$ cat src/rtl/id_stage_pipe.sv
// id_stage_pipe: ARM decode stage with condition check, control decode,
// write-through register file, RAW hazard detection against EXE/MEM and a
// registered ID/EX boundary (valid / stall / flush).
//
// Ports:
//   clk, rst (async active-low)
//   pc_in, instr_in, in_valid  - instruction currently in ID
//   status                     - {Z,C,N,V}
//   wb_en/wb_dest/wb_value     - register-file write port
//   exe_wb_en/exe_dest         - EXE-stage pending writer
//   mem_wb_en/mem_dest         - MEM-stage pending writer
//   stall, flush               - ID/EX hold / kill
//   hazard                     - combinational RAW hazard (freeze PC, IF/ID)
//   ex_*                       - registered ID/EX contents
module id_stage_pipe #(
  parameter int DATA_W     = 32,
  parameter int NUM_REGS   = 16,
  parameter bit HAZ_MEM_EN = 1'b1,
  localparam int ADDR_W    = $clog2(NUM_REGS)
) (
  input  logic              clk,
  input  logic              rst,
  input  logic [DATA_W-1:0] pc_in,
  input  logic [31:0]       instr_in,
  input  logic              in_valid,
  input  logic [3:0]        status,
  input  logic              wb_en,
  input  logic [ADDR_W-1:0] wb_dest,
  input  logic [DATA_W-1:0] wb_value,
  input  logic              exe_wb_en,
  input  logic [ADDR_W-1:0] exe_dest,
  input  logic              mem_wb_en,
  input  logic [ADDR_W-1:0] mem_dest,
  input  logic              stall,
  input  logic              flush,
  output logic              hazard,
  output logic              ex_valid,
  output logic              ex_wb_en,
  output logic              ex_mem_r_en,
  output logic              ex_mem_w_en,
  output logic              ex_b,
  output logic              ex_s,
  output logic              ex_imm,
  output logic [3:0]        ex_exe_cmd,
  output logic [DATA_W-1:0] ex_pc,
  output logic [DATA_W-1:0] ex_val_rn,
  output logic [DATA_W-1:0] ex_val_rm,
  output logic [11:0]       ex_shift_op,
  output logic [23:0]       ex_imm24,
  output logic [ADDR_W-1:0] ex_dest,
  output logic [ADDR_W-1:0] ex_src1,
  output logic [ADDR_W-1:0] ex_src2
);

  typedef struct packed {
    logic       wb_en;
    logic       mem_r;
    logic       mem_w;
    logic       b;
    logic       s;
    logic [3:0] cmd;
  } ctrl_t;

  logic [1:0]        w_mode;
  logic [3:0]        w_op, w_cond;
  logic              w_i, w_s;
  logic              w_z, w_c, w_n, w_v;
  logic              w_cond_ok;
  logic              w_str, w_mov_mvn, w_branch;
  logic              w_use1, w_use2, w_hit1, w_hit2;
  logic [ADDR_W-1:0] w_src1, w_src2, w_dest;
  logic [DATA_W-1:0] w_val_rn, w_val_rm;
  ctrl_t             w_dec, w_ctrl;

  logic [DATA_W-1:0] r_regs [NUM_REGS];
  ctrl_t             r_ctrl;
  logic              r_valid, r_imm;
  logic [DATA_W-1:0] r_pc, r_val_rn, r_val_rm;
  logic [11:0]       r_shift_op;
  logic [23:0]       r_imm24;
  logic [ADDR_W-1:0] r_dest, r_src1, r_src2;

  assign w_cond = instr_in[31:28];
  assign w_mode = instr_in[27:26];
  assign w_i    = instr_in[25];
  assign w_op   = instr_in[24:21];
  assign w_s    = instr_in[20];
  assign {w_z, w_c, w_n, w_v} = status;

  always_comb begin
    case (w_cond)
      4'h0:    w_cond_ok = w_z;
      4'h1:    w_cond_ok = !w_z;
      4'h2:    w_cond_ok = w_c;
      4'h3:    w_cond_ok = !w_c;
      4'h4:    w_cond_ok = w_n;
      4'h5:    w_cond_ok = !w_n;
      4'h6:    w_cond_ok = w_v;
      4'h7:    w_cond_ok = !w_v;
      4'h8:    w_cond_ok = w_c && !w_z;
      4'h9:    w_cond_ok = !w_c || w_z;
      4'hA:    w_cond_ok = (w_n == w_v);
      4'hB:    w_cond_ok = (w_n != w_v);
      4'hC:    w_cond_ok = !w_z && (w_n == w_v);
      4'hD:    w_cond_ok = w_z || (w_n != w_v);
      default: w_cond_ok = 1'b1;  // AL and 1111
    endcase
  end

  always_comb begin
    w_dec = '0;
    case (w_mode)
      2'b00: begin
        w_dec.s     = w_s;
        w_dec.wb_en = 1'b1;
        case (w_op)
          4'b1101: w_dec.cmd = 4'b0001;  // MOV
          4'b1111: w_dec.cmd = 4'b1001;  // MVN
          4'b0100: w_dec.cmd = 4'b0010;  // ADD
          4'b0101: w_dec.cmd = 4'b0011;  // ADC
          4'b0010: w_dec.cmd = 4'b0100;  // SUB
          4'b0110: w_dec.cmd = 4'b0101;  // SBC
          4'b0000: w_dec.cmd = 4'b0110;  // AND
          4'b1100: w_dec.cmd = 4'b0111;  // ORR
          4'b0001: w_dec.cmd = 4'b1000;  // EOR
          4'b1010: begin w_dec.cmd = 4'b0100; w_dec.wb_en = 1'b0; end  // CMP
          4'b1000: begin w_dec.cmd = 4'b0110; w_dec.wb_en = 1'b0; end  // TST
          default: w_dec.wb_en = 1'b0;
        endcase
      end
      2'b01: begin
        w_dec.cmd = 4'b0010;  // address = base + offset
        if (w_s) begin
          w_dec.mem_r = 1'b1;
          w_dec.wb_en = 1'b1;
        end else begin
          w_dec.mem_w = 1'b1;
        end
      end
      2'b10:   w_dec.b = 1'b1;
      default: ;
    endcase
  end

  // Failed condition still travels as a valid instruction, just with no effect.
  assign w_ctrl = (w_cond_ok && in_valid) ? w_dec : '0;

  assign w_str     = (w_mode == 2'b01) && !w_s;
  assign w_mov_mvn = (w_mode == 2'b00) && ((w_op == 4'b1101) || (w_op == 4'b1111));
  assign w_branch  = (w_mode == 2'b10);

  // STR reads its data register (Rd field) through the second port.
  assign w_src1 = instr_in[16 +: ADDR_W];
  assign w_src2 = w_str ? instr_in[12 +: ADDR_W] : instr_in[0 +: ADDR_W];
  assign w_dest = instr_in[12 +: ADDR_W];

  assign w_val_rn = (wb_en && (wb_dest == w_src1)) ? wb_value : r_regs[w_src1];
  assign w_val_rm = (wb_en && (wb_dest == w_src2)) ? wb_value : r_regs[w_src2];

  assign w_use1 = in_valid && !(w_mov_mvn || w_branch);
  assign w_use2 = in_valid && (((w_mode == 2'b00) && !w_i) || w_str);

  assign w_hit1 = (exe_wb_en && (exe_dest == w_src1)) ||
                  (HAZ_MEM_EN && mem_wb_en && (mem_dest == w_src1));
  assign w_hit2 = (exe_wb_en && (exe_dest == w_src2)) ||
                  (HAZ_MEM_EN && mem_wb_en && (mem_dest == w_src2));

  assign hazard = (w_use1 && w_hit1) || (w_use2 && w_hit2);

  always_ff @(posedge clk or negedge rst) begin
    if (!rst) begin
      for (int k = 0; k < NUM_REGS; k++) r_regs[k] <= '0;
    end else if (wb_en) begin
      r_regs[wb_dest] <= wb_value;
    end
  end

  always_ff @(posedge clk or negedge rst) begin
    if (!rst) begin
      r_valid    <= 1'b0;
      r_ctrl     <= '0;
      r_imm      <= 1'b0;
      r_pc       <= '0;
      r_val_rn   <= '0;
      r_val_rm   <= '0;
      r_shift_op <= '0;
      r_imm24    <= '0;
      r_dest     <= '0;
      r_src1     <= '0;
      r_src2     <= '0;
    end else begin
      // Data fields follow the bubble and normal cases alike; only stall holds.
      if (flush || !stall) begin
        r_imm      <= w_i;
        r_pc       <= pc_in;
        r_val_rn   <= w_val_rn;
        r_val_rm   <= w_val_rm;
        r_shift_op <= instr_in[11:0];
        r_imm24    <= instr_in[23:0];
        r_dest     <= w_dest;
        r_src1     <= w_src1;
        r_src2     <= w_src2;
      end
      if (flush || (!stall && hazard)) begin
        r_valid <= 1'b0;
        r_ctrl  <= '0;
      end else if (!stall) begin
        r_valid <= in_valid;
        r_ctrl  <= w_ctrl;
      end
    end
  end

  assign ex_valid    = r_valid;
  assign ex_wb_en    = r_ctrl.wb_en;
  assign ex_mem_r_en = r_ctrl.mem_r;
  assign ex_mem_w_en = r_ctrl.mem_w;
  assign ex_b        = r_ctrl.b;
  assign ex_s        = r_ctrl.s;
  assign ex_exe_cmd  = r_ctrl.cmd;
  assign ex_imm      = r_imm;
  assign ex_pc       = r_pc;
  assign ex_val_rn   = r_val_rn;
  assign ex_val_rm   = r_val_rm;
  assign ex_shift_op = r_shift_op;
  assign ex_imm24    = r_imm24;
  assign ex_dest     = r_dest;
  assign ex_src1     = r_src1;
  assign ex_src2     = r_src2;

endmodule

$ cat config.mk
export PLATFORM = sky130hd
export DESIGN_NAME = id_stage_pipe
export DESIGN_NICKNAME = d
export VERILOG_FILES = /design/src/rtl/id_stage_pipe.sv
export SDC_FILE = /design/constraint.sdc
export NUM_CORES = 1
export LEC_CHECK = 0
export ABC_CLOCK_PERIOD_IN_PS = 3000
export CORE_UTILIZATION = 30
export CTS_BUF_LIST = sky130_fd_sc_hd__clkbuf_4
export DETAILED_ROUTE_END_ITERATION = 8
export HOLD_SLACK_MARGIN = 0.02
export PLACE_DENSITY = 0.59
export REMOVE_ABC_BUFFERS = 1
export SYNTH_ARGS = -nofsm -noshare
export SYNTH_HDL_FRONTEND = slang
export SYNTH_SLANG_ARGS = --single-unit
$ cat constraint.sdc
create_clock -name clk -period 3 [get_ports clk]
set_input_delay 0.75 -clock clk [delete_from_list [all_inputs] [get_ports clk]]
set_output_delay 0.75 -clock clk [all_outputs]
set_load 0.02 [all_outputs]
==> results.md <==
| Metric | This run |
| --- | --- |
| Register-to-register path setup slack | 1140 ps |
| Peak ir drop on the vdd network | 0.386 mV |
| Residual antenna-violating net count after detailed routing | 0 |
| Portion of the post-synthesis area used by sequential elements | 43.3% |
| Number of primary I/O pins | 276 |
| Maximum number of pins on one net before global-route repair | 121 |
| Area grow syn2layout | 22.8% |
| Leakage dissipation | 19.7 nW |
| Number of enable-type register cells in the synthesized netlist | 0 |
| Clock Skews | 59.3 ps |
| Total count of max-transition violations in the final report | 0 |
| Setup violations, final | 1 |
| Average cell area after synthesis | 11.7 um^2 |
| TritonCTS Buffers | 179 |
| Share of the clock period used by the worst path | 103% |
| CP arrival | 2350 ps |
| Maximum capacitance violations | 0 |
| Cells traversed along the worst timing path | buf_8, buf_6, or3b_4, mux2i_1, nand3_1, nor4_4, or2_1, buf_6 |
| Achievable clock frequency | 323 MHz |
| Sum of overflow across all layers after global routing | 0 |
| Final Power | 27.9 mW |
| Primary FF master, synth | sky130_fd_sc_hd__dfrtp_1 |
| HP Class | in -> reg |
| Post-route worst setup slack | -99.3 ps |
| Worst stage delay on the critical path | 430 ps |
| Cell count after synthesis | 3205 |
| Row Count | 129 |
| H-tree levels | 4 |
| TritonCTS clock tree | yes |
| Placer congestion estimate | 0.840 |
| Share of flip-flops with an asynchronous set or reset | 100% |
| Final core area utilization | 37.1% |
| Cell Area, Synth | 37400 um^2 |
| Crit Reg-Reg Startpoint | r_regs[301] |
| RSZ-0062 raised after global routing | true |
| Height of the die | 355 um |
| Number of buffer cells added on primary ports | 275 |
| Routed wirelength normalized by instance count | 23.8 um |
| Register clock-pin slew on the reported worst setup and hold paths | 60 ps |
| Hold Path Depth | 3 |
| PwrDens | 608 nW/um^2 |
| Wire length of the first global-routing pass | 192000 um |
| Outcome | finished with violations |
| Number of detailed-route iterations in the first pass | 7 |
| Initial antenna violation count | 12 |
| Class of the most critical setup path | in -> out |
| Number of hold-slack violations in the final timing report | 0 |
| Final critical path time including I/O delays and setup | 3100 ps |
| Maximum count of clock buffers along a single path | 3 |
| Yosys cell types | 63 |
| HP Start | pc_in[12] |
| Required time of the worst setup path | 2250 ps |
| Half-perimeter wire length after placement | 80800 um |
| Effective utilization at floorplan | 30.2% |
| Iter 0 DRT Violations | 2287 |
| Post-detailed-route via-to-cell ratio | 5.44 |
| Net total in the final layout | 3690 |
| DRT Wirelength | 127000 um |
| Critical Path Sink Type | output port |
| Worst path slowest cell | sky130_fd_sc_hd__or3b_4 |
| Overall via count from detail_route | 29100 |
| Yosys warning count | 0 |
| Failing checks | setup timing |
| Largest fanout on the critical path | 5 |
| Capture point of the worst reg-to-reg path | ex_val_rm[13] |
| Die Outline Area | 126000 um^2 |
| Worst Hold Endpoint | ex_pc[12] |
| Clk sink count | 647 |
| Transition time of the tightest slew-check pin | 808 ps |
| Startpoint kind of the worst setup timing path | primary input |
| CORE AREA | 124000 um^2 |
| Count of cells along the worst register-to-register path | 6 |
| Number of global-route vias before repair | 29400 |
| Ratio of cells with drive above 1 in the final layout | 32.7% |
| Worst max-slew margin expressed relative to the limit | 46.0% |
| Total Routing Usage GR | 20.1% |
| Post-synthesis register bit count | 647 |
| Floorplan die width | 355 um |
| Master cell of the clock root buffer | sky130_fd_sc_hd__clkbuf_4 |
| Cell repeated most along the worst path | sky130_fd_sc_hd__buf_6 |
| Drc violations | 0 |
| Source-to-sink clock delay at the later pin of the worst-skew pair | 1140 ps |
==> layout make-up <==
cell class,count,area [um^2]
multi-input combinational,2201,19900
inverter,29,109
clock buffer,260,1950
fill,12300,77700
timing repair buffer,512,5410
tap,1637,2050
sequential,647,16200
clock inverter,47,231
antenna,12,30.0
==> registers in the layout, summed over array words and instances (netlist names), 4 cells and up <==
name and cells:
ex_exe_cmd 4, ex_imm24 13, ex_pc 32, ex_shift_op 11, ex_src2 4, ex_val_rm 32
ex_val_rn 32, r_regs 512
==> power breakdown <==
group / internal, mW / leakage, nW / switching (mW)
Combinational: 4.14 / 10.4 / 3.42
Sequential: 10.6 / 7.93 / 1.71
Clock: 4.03 / 1.30 / 3.98
Total: 18.8 / 19.7 / 9.11
==> cell usage after synthesis (7+ instances only) <==
cell type                     n  area [um^2]
sky130_fd_sc_hd__xnor2_1     14          123
sky130_fd_sc_hd__a211oi_1   121          908
sky130_fd_sc_hd__nand3b_1     9         67.6
sky130_fd_sc_hd__o31ai_1     22          165
sky130_fd_sc_hd__dfrtp_1    647        16200
sky130_fd_sc_hd__buf_6        8         90.1
sky130_fd_sc_hd__o21ai_1     15         75.1
sky130_fd_sc_hd__nor3b_1      7         52.6
sky130_fd_sc_hd__mux2_2     480         5410
sky130_fd_sc_hd__o221ai_1    22          193
sky130_fd_sc_hd__o22ai_1     15         93.8
sky130_fd_sc_hd__and2_1      20          125
sky130_fd_sc_hd__clkbuf_1   205          769
sky130_fd_sc_hd__o21ai_0     38          190
sky130_fd_sc_hd__buf_2       50          250
sky130_fd_sc_hd__buf_4       23          173
sky130_fd_sc_hd__a21oi_1    134          671
sky130_fd_sc_hd__a32o_1      20          200
sky130_fd_sc_hd__nor2b_1     43          269
sky130_fd_sc_hd__xor2_1      16          140
sky130_fd_sc_hd__nor2_1      74          278
sky130_fd_sc_hd__buf_1       42          158
sky130_fd_sc_hd__mux2i_1    358         3580
sky130_fd_sc_hd__nand2_1    416         1560
sky130_fd_sc_hd__mux4_2     163         3670
sky130_fd_sc_hd__a311o_1     21          210
sky130_fd_sc_hd__nand2b_1     8         50.1
sky130_fd_sc_hd__inv_1       29          109
sky130_fd_sc_hd__nor3_1      20          100
sky130_fd_sc_hd__nand3_1      9         45.0
sky130_fd_sc_hd__a2111oi_2    7          105
sky130_fd_sc_hd__mux2_1      35          394
sky130_fd_sc_hd__a31oi_1     26          163
sky130_fd_sc_hd__o2111a_1    20          225
sky130_fd_sc_hd__a221oi_1    20          175
==> kinds of logic after synthesis <==
kind of cell / share of synthesized area [%]
buffers and inverters: 4.14
flip-flops: 43.3
AO/OA/AOI/OAI: 9.46
AND/OR/NAND/NOR: 7.42
multiplexers: 35.0
XOR/XNOR: 0.703
==> cells in the final DEF, fill, tap and decap left out, types with 65 or more instances in the layout <==
cell type and instances:
sky130_fd_sc_hd__dfrtp_1 646, sky130_fd_sc_hd__a211oi_1 121, sky130_fd_sc_hd__buf_4 150, sky130_fd_sc_hd__clkbuf_4 260, sky130_fd_sc_hd__nor2_1 65, sky130_fd_sc_hd__buf_12 72
sky130_fd_sc_hd__mux2_2 479, sky130_fd_sc_hd__clkdlybuf4s50_1 195, sky130_fd_sc_hd__dlygate4sd2_1 68, sky130_fd_sc_hd__a21oi_1 134, sky130_fd_sc_hd__mux4_2 163, sky130_fd_sc_hd__mux2i_1 354
sky130_fd_sc_hd__nand2_1 414
==> how the worst max path moves through the flow <==
stage	startpoint	end	slack (ps)	cells past startpoint
6_report	instr_in[27]	hazard	-100	8
3_5_place_dp	instr_in[27]	hazard	-1090	9
3_3_place_gp	instr_in[27]	hazard	-1090	9
4_1_cts	instr_in[27]	hazard	-220	9
2_1_floorplan	instr_in[27]	hazard	-14210	5
5_1_grt	in_valid	hazard	-180	7
==> per-layer routing <==
| layer | track usage (%) | share of wire [%] | up-vias |
|---|---|---|---|
| met5 | 0 | 0.066 | - |
| met4 | 6.83 | 2.8 | 14 |
| met3 | 4.63 | 6.6 | 269 |
| met2 | 32.2 | 47 | 1046 |
| met1 | 26.5 | 43 | 15000 |
| li1 | - | - | 12700 |
==> through the flow <==
stage | cells | hold slack (ps) | TNS [ps] | area, um^2 | setup slack, ps
2_1_floorplan | 2877 | 454 | -886970 | 35900 | -14210
3_3_place_gp | 5010 | 448 | -24980 | 43500 | -1090
3_5_place_dp | 5010 | 456 | -25680 | 43500 | -1090
4_1_cts | 5327 | 21.7 | -220 | 45800 | -220
5_1_grt | 5338 | 93.3 | -184 | 45900 | -184
6_report | 5345 | 164 | -99.3 | 45900 | -99.3
==> critical path, delay by kind of cell <==
kind / cells / cell delay [ps]
muxes: 1 / 190
and+or+nand+nor: 4 / 1060
buffers and inverters: 3 / 350
==> timing repair <==
action	in CTS	in global routing
hold buffers	8	3
endpoints found under the hold margin	303	2
pin swaps	6	5
resized for setup	91	16
setup buffers	2	3
endpoints found under the setup margin	71	1
No activity file was read; power rests on OpenSTA's default activity.
